File: config.mk
export PLATFORM = sky130hd
export DESIGN_NAME = nw_score_sequencer
export DESIGN_NICKNAME = d
export VERILOG_FILES = /design/src/rtl/nw_pkg.sv /design/src/rtl/nw_cell_counter.sv /design/src/rtl/nw_score_sequencer.sv
export SDC_FILE = /design/constraint.sdc
export NUM_CORES = 1
export LEC_CHECK = 0
export BUFFER_PORTS_ARGS = -buffer_cell sky130_fd_sc_hd__buf_2
export CAP_MARGIN = 20
export CORE_ASPECT_RATIO = 0.8
export CORE_UTILIZATION = 45
export CTS_CLUSTER_DIAMETER = 60
export CTS_CLUSTER_SIZE = 20
export DETAILED_ROUTE_END_ITERATION = 8
export HOLD_SLACK_MARGIN = 0.08
export PLACE_DENSITY = 0.72
export SLEW_MARGIN = 10
export SYNTH_ARGS = -nofsm -noshare
export SYNTH_HDL_FRONTEND = slang
export SYNTH_HIERARCHICAL = 1
export SYNTH_SLANG_ARGS = --single-unit
File: constraint.sdc
create_clock -name clk -period 1.6 [get_ports clk]
set_input_delay 0.08 -clock clk [delete_from_list [all_inputs] [get_ports clk]]
set_output_delay 0.08 -clock clk [all_outputs]
set_load 0.02 [all_outputs]
File: src/rtl/nw_pkg.sv
// Shared types and constants for the Needleman-Wunsch score-matrix control blocks.
package nw_pkg;

    localparam int unsigned SCORE_W = 9;

    typedef enum logic [2:0] {
        IDLE,
        INIT,
        RD,
        PE,
        WR,
        DONE
    } state_t;

    localparam logic [1:0] SEL_DIAG = 2'b00;
    localparam logic [1:0] SEL_LEFT = 2'b01;
    localparam logic [1:0] SEL_UP   = 2'b10;

endpackage

File: src/rtl/nw_cell_counter.sv
// Row-major i/j walker over the N x N inner cells with a last-cell flag.
module nw_cell_counter #(
    parameter int unsigned N  = 5,
    parameter int unsigned IW = $clog2(N) + 1
) (
    input  logic          clk,
    input  logic          rst,
    input  logic          clr,
    input  logic          inc,
    output logic [IW-1:0] i,
    output logic [IW-1:0] j,
    output logic          last_c
);

    localparam logic [IW-1:0] LAST = IW'(N - 1);

    assign last_c = (i == LAST) && (j == LAST);

    // Wraps back to (0,0) after the last cell so the next fill starts clean.
    always_ff @(posedge clk) begin
        if (rst || clr) begin
            i <= '0;
            j <= '0;
        end else if (inc) begin
            if (last_c) begin
                i <= '0;
                j <= '0;
            end else if (j == LAST) begin
                j <= '0;
                i <= i + IW'(1);
            end else begin
                j <= j + IW'(1);
            end
        end
    end

endmodule

File: src/rtl/nw_score_sequencer.sv
// Sequences score-RAM init, per-cell diag/left/up fetch, PE handshake and write-back
// for a full (N+1)x(N+1) Needleman-Wunsch matrix fill.
module nw_score_sequencer
    import nw_pkg::*;
#(
    parameter int unsigned N   = 5,
    parameter int          GAP = -1,
    parameter int unsigned IW  = $clog2(N) + 1
) (
    input  logic               clk,
    input  logic               rst,
    input  logic               start,
    output logic               busy,
    output logic               done,
    output logic               en_init,
    output logic               en_ins,
    output logic               en_read,
    output logic               we,
    output logic [IW-1:0]      addr_init,
    output logic [SCORE_W-1:0] data_init,
    output logic [IW-1:0]      i,
    output logic [IW-1:0]      j,
    output logic [1:0]         count_3,
    input  logic [SCORE_W-1:0] score,
    input  logic               valid,
    output logic               pe_req,
    output logic [SCORE_W-1:0] pe_diag,
    output logic [SCORE_W-1:0] pe_left,
    output logic [SCORE_W-1:0] pe_up,
    input  logic               pe_ack,
    input  logic [SCORE_W-1:0] pe_max,
    output logic [SCORE_W-1:0] max,
    output logic [SCORE_W-1:0] final_score
);

    localparam logic [IW-1:0]      K_LAST = IW'(N);
    localparam logic [SCORE_W-1:0] GAP_S  = SCORE_W'(GAP);

    state_t state, state_nxt;
    logic   ctr_clr_c;
    logic   ctr_inc_c;
    logic   last_c;

    nw_cell_counter #(
        .N  (N),
        .IW (IW)
    ) u_cell_counter (
        .clk    (clk),
        .rst    (rst),
        .clr    (ctr_clr_c),
        .inc    (ctr_inc_c),
        .i      (i),
        .j      (j),
        .last_c (last_c)
    );

    always_ff @(posedge clk) begin
        if (rst) state <= IDLE;
        else     state <= state_nxt;
    end

    always_comb begin
        state_nxt = state;
        ctr_clr_c = 1'b0;
        ctr_inc_c = 1'b0;
        case (state)
            IDLE: begin
                if (start) begin
                    state_nxt = INIT;
                    ctr_clr_c = 1'b1;
                end
            end
            INIT:    if (addr_init == K_LAST) state_nxt = RD;
            RD:      if (valid && (count_3 == SEL_UP)) state_nxt = PE;
            PE:      if (pe_ack) state_nxt = WR;
            WR: begin
                ctr_inc_c = 1'b1;
                state_nxt = last_c ? DONE : RD;
            end
            DONE:    state_nxt = IDLE;
            default: state_nxt = IDLE;
        endcase
    end

    // Strobes decode the upcoming state so every output leaves a flop.
    always_ff @(posedge clk) begin
        if (rst) begin
            busy        <= 1'b0;
            done        <= 1'b0;
            en_init     <= 1'b0;
            en_ins      <= 1'b0;
            en_read     <= 1'b0;
            we          <= 1'b0;
            pe_req      <= 1'b0;
            addr_init   <= '0;
            data_init   <= '0;
            count_3     <= SEL_DIAG;
            pe_diag     <= '0;
            pe_left     <= '0;
            pe_up       <= '0;
            max         <= '0;
            final_score <= '0;
        end else begin
            busy    <= state_nxt inside {INIT, RD, PE, WR};
            done    <= (state_nxt == DONE);
            en_init <= (state_nxt == INIT);
            en_ins  <= (state_nxt == WR);
            en_read <= (state_nxt == RD);
            we      <= (state_nxt == INIT) || (state_nxt == WR);
            pe_req  <= (state_nxt == PE);

            // Running accumulator gives k*GAP without a multiplier.
            if ((state == INIT) && (state_nxt == INIT)) begin
                addr_init <= addr_init + IW'(1);
                data_init <= data_init + GAP_S;
            end else begin
                addr_init <= '0;
                data_init <= '0;
            end

            if ((state == RD) && valid) begin
                case (count_3)
                    SEL_DIAG: begin
                        pe_diag <= score;
                        count_3 <= SEL_LEFT;
                    end
                    SEL_LEFT: begin
                        pe_left <= score;
                        count_3 <= SEL_UP;
                    end
                    SEL_UP: begin
                        pe_up   <= score;
                        count_3 <= SEL_DIAG;
                    end
                    default: count_3 <= SEL_DIAG;
                endcase
            end

            if ((state == PE) && pe_ack) max <= pe_max;

            if ((state == WR) && last_c) final_score <= max;
        end
    end

endmodule

* Word level (Yosys, flattened, before mapping)
Index checks and enable logic that the tools add are counted.
** Storage, ports and cells
- Register bits :: 78
- Output and inout bits :: 75
- Word-level logic and storage cells :: 68
** Cells by class
- Add/sub/neg operators :: 4
- Equality and inequality tests :: 14
- Mux-type cells :: 14
- Bitwise operators :: 1
- Reductions and logical operators :: 17
** Operators with widths (count)
- $mux W4 :: 4
- $mux W3 :: 5
- $pmux W3 S5 :: 1
- $add A4 B1 Y4 const B :: 3
- $eq A3 B2 Y1 const B :: 4
- $eq A4 B3 Y1 const B :: 3
- $add A9 B9 Y9 const B :: 1
- $eq A3 B3 Y1 const B :: 3
- $reduce_and A2 Y1 :: 4
- $eq A3 B1 Y1 const B :: 2
- $logic_and A1 B1 Y1 :: 6
- $pmux W2 S2 :: 1
- $reduce_bool A4 Y1 :: 1
- $logic_not A3 Y1 :: 1
- $mux W1 :: 3
- $eq A2 B1 Y1 const B :: 1
- $eq A2 B2 Y1 const B :: 1
- $logic_not A2 Y1 :: 1
- $logic_or A1 B1 Y1 :: 2
- $reduce_bool A2 Y1 :: 1
- $reduce_or A2 Y1 :: 1
- $not A1 Y1 :: 1

* Longest topological paths before layout
- Depth in word-level cells :: 8
- Depth in mapped cells :: 8
- Mapped depth without buffers :: 7

* Modules after synthesis
Netlist, hierarchy kept.
** Modules (own cells, without submodules)
- nw_score_sequencer :: times used 1, cells an instance 276, area each 2618.8 um^2
- nw_cell_counter :: times used 1, cells an instance 47, area each 441.7 um^2

* Worst setup path after synthesis
No wires, ideal clock.
- Path kind :: register to register
- Start point :: register u_cell_counter.i[0]
- End point :: register we
- Library setup time :: 0.121 ns
- Data arrival time :: 1.655 ns
- Required time :: 1.479 ns
- Slack :: -0.176 ns
- Stages on the path, launching flop included :: 9
- Path buffers :: 1
- Clock period less this slack :: 1.776 ns
- Cell sequence :: dfxtp_1 > inv_1 > ha_1 > nand2_1 > nor4_1 > nand2_1 > and3_1 > buf_6 > mux2_4
** On the way
- Word-level cells in the longest chain between the ends :: 6
- Elaborated cells on any way between the ends :: 7
** RTL lines
- from (decl) :: line nw_cell_counter.sv:10 : output logic [IW-1:0] i,
- from (signal assigned) :: line nw_cell_counter.sv:30 : i <= i + IW'(1);
- $eq A4 B3 Y1 * :: line nw_cell_counter.sv:17 : assign last_c = (i == LAST) && (j == LAST);
- $logic_and A1 B1 Y1 * :: line nw_cell_counter.sv:17
- via last_c :: line nw_score_sequencer.sv:42 : logic last_c;
- $mux W3 * :: line nw_score_sequencer.sv:78 : state_nxt = last_c ? DONE : RD;
- $pmux W3 S5 * :: line nw_score_sequencer.sv:66 : case (state)
- $eq A3 B1 Y1 or $eq A3 B3 Y1 (tied branches) :: line nw_score_sequencer.sv:109 : we <= (state_nxt == INIT) || (state_nxt == WR);
- $logic_or A1 B1 Y1 * :: line nw_score_sequencer.sv:109
- to (signal assigned) :: line nw_score_sequencer.sv:109
- to (decl) :: line nw_score_sequencer.sv:18 : output logic we,
Mark *: on every way through the listed nets, which the timed path passes. The rest lies on a longest branch.
A chain may end at the register's enable or synchronous reset.

* Worst setup path after layout
- Start point :: register state[1]
- End point :: register we
** On the way
- Word-level cells in the longest chain between the ends :: 4
- Elaborated cells on any way between the ends :: 13
** RTL lines
- from (decl) :: line nw_score_sequencer.sv:39 : state_t state, state_nxt;
- from (signal assigned) :: line nw_score_sequencer.sv:59 : else state <= state_nxt;
- $eq A3 B3 Y1 (tied with other cells) :: line nw_score_sequencer.sv:66
- $pmux W3 S5 * :: line nw_score_sequencer.sv:66
- $eq A3 B1 Y1 or $eq A3 B3 Y1 (tied branches) :: line nw_score_sequencer.sv:109
- $logic_or A1 B1 Y1 * :: line nw_score_sequencer.sv:109
Mark *: on every way between the ends. The rest lies on a longest branch, timed or not.

==> impl_metrics.ini <==
[outcome]
status = completed

[cells_and_area]
instances_no_fill = 548
multi_input_area_mm2 = 0.00145
drive_above_1_share_pct = 35.6
nets = 489
syn2layout_area_growth_pct = 38.5
diodes = 0
seq_area_mm2 = 0.00157
n_fill_cell = 547

[grt]
grt_use_total_pct = 20.5
grt_pass1_wl_mm = 11.1
grt.overflow.total = 0
grt_antenna_before_repair = 0
grt_max_degree = 30
first_global_vias = 2398

[timing]
finalMaxSlewViolations = 0
period_share_pct = 99.7
worst_pin_slew_ps = 426
setup_viol = 0
finalHoldViolCount = 0
totalNegativeSetupSlack_ps = 0
clock_skew_ps = 6.69
fmax_mhz = 627
rsz0062_at_grt = true
fin_crit_ps = 1600
relSlewSlack_pct = 71.4

[critical_path]
crit_required_ps = 1840
worstPathArrival_ps = 1830
critical_path_depth = 4
crit_family = simple AND/OR/NAND/NOR gates
r2r_slack_ps = 5
crit_start = state[1]$_SDFF_PP0_
cp_cell_sequence = and4bb_1 -> a211oi_2 -> and3_4 -> mux2_4
cp-end-kind = flip-flop
critical_path_class = reg2reg
slowest_stage = dfxtp_1
crit-reg2reg-launch = state[1]$_SDFF_PP0_
path_buf_inv = 0
cp-start-kind = flip-flop
reg2reg_depth = 4
critPathMaxStageDelay_ps = 400
crit_path_max_fanout = 8
cp-endpoint = we$_SDFF_PP0_
rr_endpoint = we$_SDFF_PP0_

[yosys]
synth_nets = 353
yosysWarnings = 6
syn_area_mm2 = 0.00306
yosys_register_bits = 78
async_flop_share_pct = 0
synth_cell_types = 47
ys_seq_area_share_pct = 51.0
syn_inst = 323
avgSynthCellArea_um2 = 9.48
synth_edf_count = 0
synth_ff_type = dfxtp_1

[placed_design]
port_buffers = 97
place_congestion = 0.802
dp_hpwl_mm = 4.92
dp.cells = 512

[clocking]
cts.path.max_buffers = 2
path_clk_slew_ps = 80
root_buffer = clkbuf_8
cts_tree = yes
numClockSinks = 78
insertion_delay_ps = 350
cts_made_buffers = 9
ctsHtreeMaxLevel = 3

[die]
die_x_um = 94.2
start_util_pct = 47.3
chipHeight_um = 75.8
core_mm2 = 0.00647
dieArea_mm2 = 0.00714
fp-row-count = 26
ios = 98

[route]
drc = 0
avgRoutedWirePerCell_um = 13.0
first_iter_violations = 96
vias_per_cell = 4.76
ant_nets = 0
via_count = 2611
drtPass1Iterations = 4
wirelength_mm = 7.10

[power]
power_density_mw_per_mm2 = 886
leakage_nw = 2.04
vdd_drop_max_mv = 0.657

[hold_path]
hp-class = in2reg

[flow_run]
max_cap_viol_count = 0
==> synth_stat cells, types with 2 or more instances <==
cell / instances / share of area [%]
xnor2_1: 5 / 1.4
nand2_1: 48 / 5.9
nor2b_1: 6 / 1.2
a21oi_1: 21 / 3.4
xor2_1: 7 / 2.0
nand4_1: 2 / 0.41
nand3_1: 4 / 0.65
and2_1: 2 / 0.41
inv_1: 8 / 0.98
nor3_1: 6 / 0.98
nand4b_1: 2 / 0.57
buf_6: 4 / 1.5
buf_2: 3 / 0.49
mux2i_1: 30 / 9.8
dfxtp_1: 78 / 51
clkbuf_1: 8 / 0.98
nor4_1: 2 / 0.41
ha_1: 7 / 2.9
nor2_1: 51 / 6.3
nand3b_1: 2 / 0.49
==> layout by cell type (no fill, tap or decap), drive strengths merged, types with 2 or more instances in the layout <==
| cell | count |
|---|---|
| o21ai | 2 |
| inv | 9 |
| dfxtp | 78 |
| nand3 | 4 |
| xor2 | 7 |
| buf | 122 |
| xnor2 | 5 |
| nand4 | 2 |
| nor2 | 51 |
| clkbuf | 9 |
| nor3 | 6 |
| nand3b | 2 |
| dlygate4sd3 | 19 |
| clkinvlp | 2 |
| ha | 7 |
| nand2 | 49 |
| mux2i | 30 |
| clkinv | 3 |
| a21oi | 22 |
| nor4 | 2 |
| nor4b | 2 |
| and2 | 2 |
| nand4b | 2 |
| nor2b | 6 |
| and4b | 2 |
==> worst reg2reg max path: cells and delay by family, from the launching register on <==
kind / cells / cell delay (ps)
DFF: 1 / 400
AOI/OAI and AO/OA: 1 / 270
and+or+nand+nor: 2 / 530
muxes: 1 / 290
==> state kept, by name, summed over array words and instances (netlist names), 9 cells and up <==
| signal | flops |
|---|---|
| final_score | 9 |
| max | 9 |
| pe_left | 9 |
| pe_diag | 9 |
| pe_up | 9 |
| data_init | 9 |
==> metal layers <==
layer / routed length [um] / vias up / global-route usage (%)
met5: 0 / - / 0
met4: 65 / 0 / 5.47
met3: 518 / 6 / 8.38
met2: 3170 / 83 / 33.2
met1: 3340 / 1177 / 25.4
li1: - / 1345 / -
==> where the power goes <==
group | switching (mW) | internal (mW)
logic | 0.163 | 0.149
clock network | 0.732 | 0.722
registers | 0.0244 | 1.96
==> worst min-delay path by stage <==
stage	to	depth (start not counted)	startpoint	slack [ps]
after global placement	max[2]$_SDFFE_PP0P_	3	pe_max[2]	320
after detailed placement	max[4]$_SDFFE_PP0P_	3	pe_max[4]	330
final	state[2]$_SDFF_PP0_	3	pe_ack	160
after global routing	state[2]$_SDFF_PP0_	3	pe_ack	140
after floorplan	u_cell_counter/j[1]$_SDFFE_PP0P_	1	rst	150
after CTS	state[2]$_SDFF_PP0_	3	pe_ack	110
==> cell type report <==
cell class / count / area share [%]
inverters: 8 / 0.709
flip-flops and latches: 78 / 37.1
repair buffers: 141 / 20.8
multi-input cells: 221 / 34.3
clock buffers: 9 / 2.92
well taps: 84 / 2.48
clock inverters: 7 / 1.71
==> what timing repair did <==
item | 4_1_cts | 5_1_grt
resized for setup | 2 | 10
setup buffers | 0 | 1
pin swaps | 0 | 2
setup endpoints to repair | 3 | 22
hold buffers | 19 | 0
endpoints found under the hold margin | 40 | 0
==> per-stage QoR <==
stage	total power [mW]	util, %	setup WS, ps	hold slack [ps]	instance area [um^2]
detailed placement	2.30	58.6	-7.22	332	3790
global route	3.92	65.5	-50.2	141	4240
floorplan	2.21	-	-12.9	147	3100
CTS	3.80	64.8	8.13	111	4190
global placement	2.30	58.6	56.2	325	3790
finish	3.75	65.5	4.53	161	4240
==> kinds of logic after synthesis <==
logic type | Yosys count | synth area share, %
xor+xnor | 12 | 3.43
compound gates | 33 | 6.75
flops | 78 | 51.0
mux | 31 | 10.3
buf+inv | 24 | 4.17
fa+ha+maj | 7 | 2.86
simple gates | 138 | 21.5
(Power assumes the default switching activity.)
